## config.mk

```make
export PLATFORM = sky130hd
export DESIGN_NAME = uart_case_pipe
export DESIGN_NICKNAME = d
export VERILOG_FILES = /design/src/rtl/uart_case_pkg.sv /design/src/rtl/uart_sync_fifo.sv /design/src/rtl/uart_case_pipe.sv
export SDC_FILE = /design/constraint.sdc
export NUM_CORES = 1
export LEC_CHECK = 0
export ABC_AREA = 1
export CORE_AREA = 10 10 148 150
export CTS_CLUSTER_SIZE = 24
export DETAILED_ROUTE_END_ITERATION = 12
export DIE_AREA = 0 0 158 160
export PLACE_DENSITY_LB_ADDON = 0.2
export RECOVER_POWER = 25
export SLEW_MARGIN = 40
export SYNTH_ARGS = -nofsm -noshare
export SYNTH_HDL_FRONTEND = slang
export SYNTH_SLANG_ARGS = --single-unit
```

## constraint.sdc

```tcl
create_clock -name clk -period 2.8 [get_ports clk]
set_input_delay 0.28 -clock clk [delete_from_list [all_inputs] [get_ports clk]]
set_output_delay 0.28 -clock clk [all_outputs]
set_load 0.05 [all_outputs]
```

## src/rtl/uart_case_pkg.sv

```systemverilog
// Shared definitions for the UART case-conversion pipe: mode encodings,
// ASCII constants and the byte translation function.
package uart_case_pkg;

   typedef enum logic [1:0] {
      MODE_PASS  = 2'd0,
      MODE_UPPER = 2'd1,
      MODE_LOWER = 2'd2,
      MODE_SWAP  = 2'd3
   } mode_e;

   localparam logic [7:0] ASCII_CR = 8'h0D;
   localparam logic [7:0] ASCII_LF = 8'h0A;
   localparam logic [7:0] ASCII_LA = 8'h61;  // 'a'
   localparam logic [7:0] ASCII_LZ = 8'h7A;  // 'z'
   localparam logic [7:0] ASCII_UA = 8'h41;  // 'A'
   localparam logic [7:0] ASCII_UZ = 8'h5A;  // 'Z'

   function automatic logic [7:0] case_xlate(input logic [7:0] b, input mode_e mode);
      logic       is_lower;
      logic       is_upper;
      logic [7:0] r;
      is_lower = (b >= ASCII_LA) && (b <= ASCII_LZ);
      is_upper = (b >= ASCII_UA) && (b <= ASCII_UZ);
      r        = b;
      if (is_lower && ((mode == MODE_UPPER) || (mode == MODE_SWAP))) begin
         r = b - 8'h20;
      end else if (is_upper && ((mode == MODE_LOWER) || (mode == MODE_SWAP))) begin
         r = b + 8'h20;
      end
      return r;
   endfunction

endpackage

```

## src/rtl/uart_sync_fifo.sv

```systemverilog
// Generic first-word-fall-through FIFO. Pointers carry one extra MSB so that
// full and empty are distinguished without a separate flag.
module uart_sync_fifo #(
   parameter int unsigned WIDTH = 8,
   parameter int unsigned DEPTH = 16
) (
   input  logic                     clk,
   input  logic                     rst_n,
   input  logic                     push_i,
   input  logic [WIDTH-1:0]         wdata_i,
   input  logic                     pop_i,
   output logic [WIDTH-1:0]         rdata_o,
   output logic                     empty_o,
   output logic                     full_o,
   output logic [$clog2(DEPTH):0]   level_o
);

   localparam int unsigned AW = $clog2(DEPTH);

   logic [WIDTH-1:0] mem_q [DEPTH];
   logic [AW:0]      wr_ptr_q, wr_ptr_d;
   logic [AW:0]      rd_ptr_q, rd_ptr_d;
   logic             do_push, do_pop;

   assign level_o = wr_ptr_q - rd_ptr_q;
   assign empty_o = (wr_ptr_q == rd_ptr_q);
   assign full_o  = (level_o == (AW+1)'(DEPTH));

   // A full FIFO still accepts a write when the head leaves in the same cycle.
   assign do_pop  = pop_i && !empty_o;
   assign do_push = push_i && (!full_o || do_pop);

   // Head is masked while empty so the output reads zero after reset.
   assign rdata_o = empty_o ? '0 : mem_q[rd_ptr_q[AW-1:0]];

   always_comb begin
      wr_ptr_d = wr_ptr_q + (AW+1)'(do_push);
      rd_ptr_d = rd_ptr_q + (AW+1)'(do_pop);
   end

   always_ff @(posedge clk or negedge rst_n) begin
      if (!rst_n) begin
         wr_ptr_q <= '0;
         rd_ptr_q <= '0;
      end else begin
         wr_ptr_q <= wr_ptr_d;
         rd_ptr_q <= rd_ptr_d;
      end
   end

   always_ff @(posedge clk) begin
      if (do_push) begin
         mem_q[wr_ptr_q[AW-1:0]] <= wdata_i;
      end
   end

endmodule

```

## src/rtl/uart_case_pipe.sv

```systemverilog
// Byte-stream processor between UART RX strobe and TX valid/ready: case
// translation, optional CR->CR LF expansion, FWFT buffering, drop counting.
module uart_case_pipe
   import uart_case_pkg::*;
#(
   parameter int unsigned DEPTH     = 16,
   parameter int unsigned CNT_W     = 8,
   parameter bit          EXPAND_CR = 1'b1
) (
   input  logic                     clk,
   input  logic                     rst_n,
   input  logic [1:0]               i_mode,
   input  logic [7:0]               i_rx_data,
   input  logic                     i_rx_valid,
   output logic [7:0]               o_tx_data,
   output logic                     o_tx_valid,
   input  logic                     i_tx_ready,
   output logic [$clog2(DEPTH):0]   o_level,
   output logic                     o_full,
   output logic [CNT_W-1:0]         o_drop_cnt,
   input  logic                     i_clr_cnt
);

   logic [7:0]       xlated;
   logic [7:0]       wdata;
   logic             push, pop, room, drop;
   logic             fifo_empty, fifo_full;
   logic             lf_pend_q, lf_pend_d;
   logic [CNT_W-1:0] drop_cnt_q, drop_cnt_d;

   assign xlated = case_xlate(i_rx_data, mode_e'(i_mode));
   assign pop    = !fifo_empty && i_tx_ready;
   assign room   = !fifo_full || pop;

   // A pending LF owns the write port; any strobe in that cycle is discarded.
   always_comb begin
      push      = 1'b0;
      wdata     = xlated;
      lf_pend_d = lf_pend_q;
      drop      = 1'b0;
      if (lf_pend_q) begin
         if (room) begin
            push      = 1'b1;
            wdata     = ASCII_LF;
            lf_pend_d = 1'b0;
         end
         drop = i_rx_valid;
      end else if (i_rx_valid) begin
         if (room) begin
            push      = 1'b1;
            lf_pend_d = EXPAND_CR && (xlated == ASCII_CR);
         end else begin
            drop = 1'b1;
         end
      end
   end

   always_comb begin
      drop_cnt_d = drop_cnt_q;
      if (i_clr_cnt) begin
         drop_cnt_d = '0;
      end else if (drop && (drop_cnt_q != '1)) begin
         drop_cnt_d = drop_cnt_q + CNT_W'(1);
      end
   end

   always_ff @(posedge clk or negedge rst_n) begin
      if (!rst_n) begin
         lf_pend_q  <= 1'b0;
         drop_cnt_q <= '0;
      end else begin
         lf_pend_q  <= lf_pend_d;
         drop_cnt_q <= drop_cnt_d;
      end
   end

   uart_sync_fifo #(
      .WIDTH (8),
      .DEPTH (DEPTH)
   ) u_fifo (
      .clk     (clk),
      .rst_n   (rst_n),
      .push_i  (push),
      .wdata_i (wdata),
      .pop_i   (pop),
      .rdata_o (o_tx_data),
      .empty_o (fifo_empty),
      .full_o  (fifo_full),
      .level_o (o_level)
   );

   assign o_tx_valid = !fifo_empty;
   assign o_full     = fifo_full;
   assign o_drop_cnt = drop_cnt_q;

endmodule

```

Yosys cells after proc, flatten, opt, wreduce, memory -nomap -nowiden
Memory sizes are Yosys's and may differ from the RTL's. Cells that the tools add are included.

$lt $le $gt $ge: 4. Add/sub/neg operators: 6. Equal/unequal tests: 7. Reduce and logical (&&, ||, !) cells: 15. Muxes and demuxes: 18.

Operators by type and width (count): two-way mux 8 bit (7); >= comparator 8 x 7 -> 1 bit (second input constant) (2); less-or-equal comparator 8 x 7 -> 1 bit (second input constant) (2); two-way mux 1 bit (11); adder 5 x 1 -> 5 bit (2); adder 8 x 1 -> 8 bit (second input constant) (1); adder 8 x 6 -> 8 bit (second input constant) (1); equality test 8 x 4 -> 1 bit (second input constant) (1); logical AND 1 bit (8); inequality test 8 bit (second input constant) (1); subtractor 8 x 6 -> 8 bit (second input constant) (1); equality test 5 bit (1); equality test 5 bit (second input constant) (1); subtractor 5 bit (1); equality test 2 bit (second input constant) (2); logical OR 1 bit (4); equality test 2 x 1 -> 1 bit (second input constant) (1); logical NOT 1 bit (2); nonzero test 2 bit (1).

Memories kept: 1. Logic and storage cells: 55. Input bits: 15. Output and inout port bits: 23. Register bits: 19. RAM bits: 128.

Memories: u_fifo.mem_q (depth 16, bits a word 8, read ports 1, clocked after Yosys merged registers in 0, write ports 1, RTL line uart_sync_fifo.sv:20) `logic [WIDTH-1:0] mem_q [DEPTH];`.

Logic depth before layout (Yosys ltp)
Gate-level depths: netlist (run 1).

Depth after elaboration: 10. Gate-level depth with buffers: 15. Gate-level depth less buffers: 14.

By module
A second synthesis (run 1) with hierarchy kept.

Cell total of the unflattened synthesis: 663. Area, all modules: 6747.7 um^2.

By module, submodules not included: uart_sync_fifo (cells an instance 534, sequential area each 4093.9 um^2, times used 1, area each 5906.9 um^2); uart_case_pipe (cells an instance 129, sequential area each 225.2 um^2, times used 1, area each 840.8 um^2).

Worst setup path after synthesis (run 1)
Ideal clock, no wire load.

Path type: register -> register. Start point: register u_fifo.wr_ptr_q[0]. End point: memory u_fifo.mem_q[12][0] (enable). Setup time: 0.370 ns. Stages on the path, launching flop included: 11. Arrival time: 2.975 ns. Clock period less this slack: 3.345 ns. Slack: -0.545 ns. Cell sequence: dfrtp_1 -> inv_1 -> ha_1 -> fa_1 -> xnor2_1 -> nor2_4 -> nand4_4 -> inv_2 -> a21oi_4 -> nand2_1 -> nor2_1.

Word-level cells in the longest chain between the ends: 10. Elaborated cells on any way between the ends: 15. Classes of those cells: 1 x add/sub; 2 x eq/ne; 5 x mux; 7 x reduce/logical.

RTL lines: start, declared (RTL line uart_sync_fifo.sv:21) `logic [AW:0] wr_ptr_q, wr_ptr_d;`; start signal, assigned (RTL line uart_sync_fifo.sv:46) `wr_ptr_q <= wr_ptr_d;`; subtractor 5 bit * (RTL line uart_sync_fifo.sv:25) `assign level_o = wr_ptr_q - rd_ptr_q;`; named net o_level[2] (RTL line uart_case_pipe.sv:18) `output logic [$clog2(DEPTH):0] o_level,`; equality test 5 bit * (RTL line uart_sync_fifo.sv:27) `assign full_o = (level_o == (AW+1)'(DEPTH));`; logical NOT 1 bit * (RTL line uart_sync_fifo.sv:31, uart_case_pipe.sv:33); logical OR 1 bit (RTL line uart_case_pipe.sv:33) `assign room = !fifo_full || pop;`; two-way mux 1 bit (RTL line uart_case_pipe.sv:42, uart_case_pipe.sv:49); two-way mux 1 bit (RTL line uart_case_pipe.sv:48) `end else if (i_rx_valid) begin`; two-way mux 1 bit (RTL line uart_case_pipe.sv:41) `if (lf_pend_q) begin`; logical AND 1 bit * (RTL line uart_sync_fifo.sv:31) `assign do_push = push_i && (!full_o || do_pop);`; two-way mux 1 bit * (RTL line uart_sync_fifo.sv:52) `if (do_push) begin`; two-way mux 1 bit (not written as such) * (RTL line uart_sync_fifo.sv:53) `mem_q[wr_ptr_q[AW-1:0]] <= wdata_i;`; end, declared (RTL line uart_sync_fifo.sv:20).

The timed path passes the listed nets; every way through them passes the cells marked *.

Worst setup path in the final report (run 1)
Start point: register u_fifo.rd_ptr_q[0]. End point: output o_tx_data[1].

Word-level cells in the longest chain between the ends: 2. Elaborated cells on any way between the ends: 3. Classes of those cells: 1 x eq/ne; 1 x mux; 1 x memory.

RTL lines: start, declared (RTL line uart_sync_fifo.sv:22) `logic [AW:0] rd_ptr_q, rd_ptr_d;`; start signal, assigned (RTL line uart_sync_fifo.sv:47) `rd_ptr_q <= rd_ptr_d;`; memory read (16 x 8 bit) or equality test 5 bit (tied branches); two-way mux 8 bit * (RTL line uart_sync_fifo.sv:34) `assign rdata_o = empty_o ? '0 : mem_q[rd_ptr_q[AW-1:0]];`; end, declared (RTL line uart_case_pipe.sv:15) `output logic [7:0] o_tx_data,`.

Every way passes the cells marked *; elsewhere a longest branch is shown, timed or not.

==> reports/qor.yml, run 1 <==
status: "completed"
crit_path_start: "u_fifo.rd_ptr_q[0]$_DFF_PN0_"
synth_cells: 573
cp_cell_sequence: "buf_4 -> buf_12 -> o21ai_0 -> o221ai_1 -> nand3_1 -> a31oi_1 -> buf_12"
clockRootBuffer: "clkbuf_16"
wl_per_cell_um: 18.97
post_route_cells_drive_above_1_share_pct: 16.04
holdCritPathClass: "in2reg"
regToRegSetupSlack_ns: 0.20
timing.fmax_ghz: 0.3643
wl_um: 17060
placedInstanceArea_um2: 7582
route.met2.wl_um: 8361
tritoncts_sinks: 147
wl_met3_um: 956
finClkSkew_ns: 0.009492
max_slew.worst_pin.slew_ns: 1.076
clkLatencyLatePin_ns: 0.43
route.layer.met1.wl_um: 7458
ys_async_sr_fraction_pct: 12.93
num_vias: 4656
layout_worst_path_cycle_share_pct: 98.03
synth.lib_cells_used.distinct: 37
synth_warnings: 0
viasPerCell: 5.179
finalWeightedCongestion: 0.8495
grt_pass1_wl_um: 26340
setup_violations: 0
dp_hpwl_um: 11540
placementRows: 51
synthesis.nets: 601
areaGrowthSynthToFinish_pct: 27.88
netlist_top_cells_area: "edfxtp_1, dfrtp_1, nor2_1"
number_of_top_level_pins: 38
synth_top_area_share_pct: 59.18
grt_setup_unrepaired: "true"
first_global_vias: 4710
floorplan.die.width_um: 158
worstHoldStart: "i_clr_cnt"
clk_transition_reported_paths_ns: 0.06
design_power_total_mw: 10.26
ys_seq_elements: 147
drc: 0
cp.arrival_ns: 2.46
slowest_delay_ns: 0.36
floorplan.die_area_um2: 25280
critical_path_buf_inv_count: 3
final_antenna_net_count: 0
grt_max_degree: 65
critPathLaunchType: "register"
maxUsedRoutingLayer: "met4"
cts-buffers-inserted: 17
synth_enable_flop_cells: 128
dominantRegCellSynth: "edfxtp_1"
max-cap-violations: 0
slew_headroom_pct: 28.25
design.core.area_um2: 19080
finalInstanceArea_um2: 8305
drt_first_pass_iters: 6
dieHeight_um: 160
clockBufferDepth: 2
final_cell_mix: "edfxtp_1, nor2_1, o21ai_0"
ir_drop_worst_case_vdd_mv: 1.323
powerDensity_nw_per_um2: 1235
timing.final.max_slew_violations: 0
cts-htree-levels: 4
portBuffers: 37
critical_path_peak_fanout: 45
worstSetupPathType: "reg2out"
critPathTopFamily: "compound AO/OA/AOI/OAI gates"
critPathCaptureType: "output port"
design.final.nets: 676
synth_top_cell_by_area: "edfxtp_1"
critical_path_required_ns: 2.52
filler_cell_count: 1746
initial_utilization_pct: 34.04
hold_violations: 0
finalWorstPathRequiredPeriod_ns: 2.745
gr-total-overflow: 0
syn_avg_cell_area_um2: 11.34
crit_slowest_cell: "dfrtp_2"
worst_path_most_repeated_cell: "buf_12"
antenna_cells_inserted: 0
netlist_area_um2: 6495
leading_cell_type_in_the_layout_fill_and_taps_excluded: "edfxtp_1"
total_leakage_power_nw: 3.076
drt-initial-drc-count: 347
tritoncts: "done"
synth_sequential_area_ratio_pct: 66.50
track_usage_pct: 13.72
antenna_found_initial: 0
worst_r2r_startpoint: "u_fifo.wr_ptr_q[0]$_DFF_PN0_"
## stage by stage
step	utilization [%]	instances	hold WS [ns]	TNS [ns]	setup slack, ns
2_1_floorplan	-	573	-0.01559	-11.09	-0.09290
3_3_place_gp	39.77	863	0.5130	0	0.1853
3_5_place_dp	39.74	863	0.2667	0	0.1232
4_1_cts	43.14	896	0.3335	0	0.01867
5_1_grt	43.53	899	0.5021	-0.08647	-0.02899
6_report	43.53	899	0.4978	0	0.05517
## flip-flops by register name, summed over array words and instances, names as in the netlist
signal	count
o_drop_cnt	8
u_fifo.rd_ptr_q	5
lf_pend_q	1
u_fifo.mem_q	128
u_fifo.wr_ptr_q	5
## where the power goes
group	total (mW)	internal [mW]	switching, mW
clock	2.35	1.49	0.865
sequential	2.79	2.68	0.110
combinational	5.12	1.93	3.19
## repair_timing
action | CTS | global route
hold endpoints to repair | 19 | 0
gates resized for setup | 4 | 8
buffers inserted | 0 | 2
gates cloned | 0 | 1
setup endpoints to repair | 7 | 124
hold buffers | 1 | 0
## metal layers
layer	up-vias	global-route usage [%]
met5	-	0
met4	0	4.634
met3	24	4.056
met2	135	22.33
met1	2304	16.95
li1	2193	-
## cell families after synthesis
kind of cell	Yosys count	synth area share [%]
AOI/OAI and AO/OA	125	11.52
xor gates and xnor gates	10	1.349
adders and majority gates	13	2.620
buffers and inverters	67	3.910
DFF	147	66.50
and+or+nand+nor	211	14.10
## path summary, 6_finish.rpt
check / end / depth (start not counted)
hold / removal: o_drop_cnt[0]$_DFFE_PN0P_ / 2
max in group asynchronous: u_fifo.rd_ptr_q[0]$_DFF_PN0_ / 2
min in group asynchronous: o_drop_cnt[0]$_DFFE_PN0P_ / 2
setup reg to reg: u_fifo.wr_ptr_q[4]$_DFF_PN0_ / 14
setup / recovery: o_tx_data[1] / 7
hold reg to reg: lf_pend_q$_DFF_PN0_ / 2
## synth_stat cells, types with 2 or more instances
cell      count
edfxtp_1    128
nor2_1       98
o21ai_0      73
nand2_1      67
inv_1        42
nand3_1      21
dfrtp_1      19
clkbuf_1     18
o22ai_1      18
o221ai_1     14
ha_1         12
xor2_1        9
a31oi_1       8
nand4_1       7
a21oi_1       6
nand2_2       4
inv_2         3
nand3_2       3
or2_1         3
buf_2         2
o211ai_1      2
## layout make-up
cell class                 instances  area [um2]  share of cell area [%]
inverter                          46       175.2                   2.109
multi-input combinational        359        1992                   23.98
tap                              238       297.8                   3.585
sequential                       147        4320                   52.02
clock inverter                    13       185.2                   2.230
timing repair buffer              77       902.1                   10.86
clock buffer                      19       432.9                   5.212
## worst reg2reg max path, cell delays in order, from the launching register on
cell and delay, ns:
dfrtp_1 0.38, inv_1 0.09, ha_1 0.20, fa_1 0.41, buf_4 0.17, xnor2_4 0.13, nor2_4 0.11, nand4_4 0.13
inv_2 0.10, a21oi_4 0.04, buf_12 0.15, ha_1 0.20, ha_1 0.20, nand2_1 0.09, xor2_1 0.14
Power figures use the tool's default switching activity.
==> inputs of run 2 (changes only) <==
Settings changed: CORE_AREA 10 10 148 150 to 10 10 121 123, DIE_AREA 0 0 158 160 to 0 0 131 133.
==> reports/qor.yml, run 2 (synthesis gave the netlist of run 1 again) <==
status: "completed"
multi_input_area_um2: 1974  # -0.88%
areaGrowthSynthToFinish_pct: 26.22
tritoncts: "done"
design.core.area_um2: 12360  # -35%
critical_path_required_ns: 2.52  # about the same
tritoncts_sinks: 147  # unchanged
reg2reg_path_depth: 9  # -5
viasPerCell: 5.582  # +7.8%
worstSetupPathType: "reg2out"
clockBufferDepth: 2  # unchanged
cp.arrival_ns: 2.43  # -0.03 ns
placementRows: 41  # -20%
drt_first_pass_iters: 5  # -1
wl_um: 15910  # -6.7%
finalWorstPathRequiredPeriod_ns: 2.706  # -0.03859 ns
holdCritPathClass: "in2reg"
gr-total-overflow: 0  # unchanged
num_vias: 4633  # -0.49%
hold-path-cell-count: 2  # unchanged
ir_drop_worst_case_vdd_mv: 1.658  # +25%
timing.final.max_slew_violations: 0  # unchanged
largest_register_ffs: 128  # unchanged
first_global_vias: 4640  # -1.5%
hold_violations: 0  # unchanged
clkLatencyLatePin_ns: 0.42  # about the same
finClkSkew_ns: 0.01050  # +0.001007 ns
filler_cell_count: 909  # -48%
final_cell_mix: "edfxtp_1, nor2_1, o21ai_0"
max-cap-violations: 0  # unchanged
grt_max_degree: 35  # -46%
critical_path_peak_fanout: 34  # -24%
number_of_top_level_pins: 38  # unchanged
dp_hpwl_um: 10730  # -7.0%
finalWeightedCongestion: 0.9007  # +6.0%
regToRegSetupSlack_ns: 0.19  # about the same
cts-buffers-inserted: 17  # unchanged
antenna_found_initial: 0  # unchanged
track_usage_pct: 19.25  # +5.5 points
total_leakage_power_nw: 3.068  # -0.24%
floorplan.die.width_um: 131  # -17%
drt-initial-drc-count: 489  # +41%
crit-reg2reg-capture: "u_fifo.mem_q[10][3]$_DFFE_PP_"
timing.fmax_ghz: 0.3695  # +1.4%
cts-htree-levels: 4  # unchanged
worst_hold_path.endpoint: "o_drop_cnt[0]$_DFFE_PN0P_"
critPathCaptureType: "output port"
leading_cell_type_in_the_layout_fill_and_taps_excluded: "edfxtp_1"
crit_path_start: "u_fifo.rd_ptr_q[0]$_DFF_PN0_"
setup_slack_ns: 0.09375  # +0.03859 ns
slew_headroom_pct: 24.78  # -3.5 points
worstHoldStart: "i_clr_cnt"
dieHeight_um: 133  # -17%
whs_ns: 0.4762  # -0.02163 ns
setup_violations: 0  # unchanged
dp_slack_ns: 0.1105  # -0.01268 ns
grt_pass1_wl_um: 25390  # -3.6%
design.final.nets: 673  # -0.44%
floorplan.die_area_um2: 17420  # -31%
wl_per_cell_um: 19.17  # +1.0%
worst_r2r_startpoint: "u_fifo.wr_ptr_q[0]$_DFF_PN0_"
layout_worst_path_cycle_share_pct: 96.65  # -1.4 points
clk_transition_reported_paths_ns: 0.06  # about the same
clockRootBuffer: "clkbuf_16"
critPathLaunchType: "register"
final_antenna_net_count: 0  # unchanged
seqCellArea_um2: 4320  # unchanged
initial_utilization_pct: 52.54  # +18 points
max_slew.worst_pin.slew_ns: 1.128  # +0.05212 ns
portBuffers: 37  # unchanged
antenna_cells_inserted: 0  # unchanged
drc: 0  # unchanged
post_route_cells_drive_above_1_share_pct: 16.11  # +0.073 points
powerDensity_nw_per_um2: 1279  # +3.5%
run 2: cell types whose count changed in the layout (fill, tap and decap cells not counted), sizes merged:
cell / change
clkbuf: -2
inv: +3
buf: -3
bufinv: +1
clkinv: -2
run 2: metrics by stage:
| step | util (%) | total power [mW] | area [um2] | std cells | setup TNS [ns] |
|---|---|---|---|---|---|
| floorplan | - | 5.699 | 6516 | 573 | -11.09 |
| global placement | 60.58 | 7.800 | 7490 | 795 | 0 |
| detailed placement | 60.54 | 7.860 | 7485 | 795 | 0 |
| CTS | 66.01 | 10.38 | 8160 | 828 | 0 |
| global route | 66.31 | 10.99 | 8198 | 830 | -0.001485 |
| finish | 66.31 | 10.48 | 8198 | 830 | 0 |
run 2: worst max-delay path by stage:
| stage | to | slack [ns] | cells past startpoint |
|---|---|---|---|
| global placement | u_fifo.mem_q[3][5]$_DFFE_PP_ | 0.18 | 13 |
| CTS | o_tx_data[5] | 0.02 | 7 |
| detailed placement | u_fifo.mem_q[0][2]$_DFFE_PP_ | 0.11 | 13 |
| floorplan | u_fifo.mem_q[12][0]$_DFFE_PP_ | -0.09 | 11 |
| global route | o_tx_data[5] | -0.001 | 7 |
| finish | o_tx_data[5] | 0.09 | 7 |
run 2: cell type report:
class                      count  share of cell area (%)
multi-input combinational    359                   24.08
clock inverter                15                   2.808
timing repair buffer          74                   10.42
inverter                      46                   2.167
sequential                   147                   52.70
tap                          172                   2.625
clock buffer                  17                   5.189
run 2: timing repair:
item / in CTS / in global routing
hold buffers: 1 / 0
endpoints found under the hold margin: 19 / 0
buffers inserted: 0 / 2
pin swaps: 0 / 1
resized for setup: 3 / 13
setup endpoints to repair: 8 / 152
run 2: power breakdown:
| part | total (mW) | switching [mW] | internal (mW) |
|---|---|---|---|
| sequential | 2.80 | 0.119 | 2.68 |
| combinational | 5.19 | 3.18 | 2.01 |
| clock | 2.49 | 0.904 | 1.59 |
| total | 10.5 | 4.20 | 6.28 |
run 2: worst max-delay path: stages (launching register included):
cell and delay [ns]:
dfrtp_2 0.38, buf_8 0.23, buf_8 0.24, o21ai_0 0.15, o221ai_1 0.30, nand3_1 0.19, a31oi_1 0.31, buf_12 0.18
run 2: routing by layer:
metal,global-route usage [%],share of wire [%]
met5,0,0
met4,7.726,2.4
met3,5.034,6.3
met2,30.06,49
met1,24.86,42
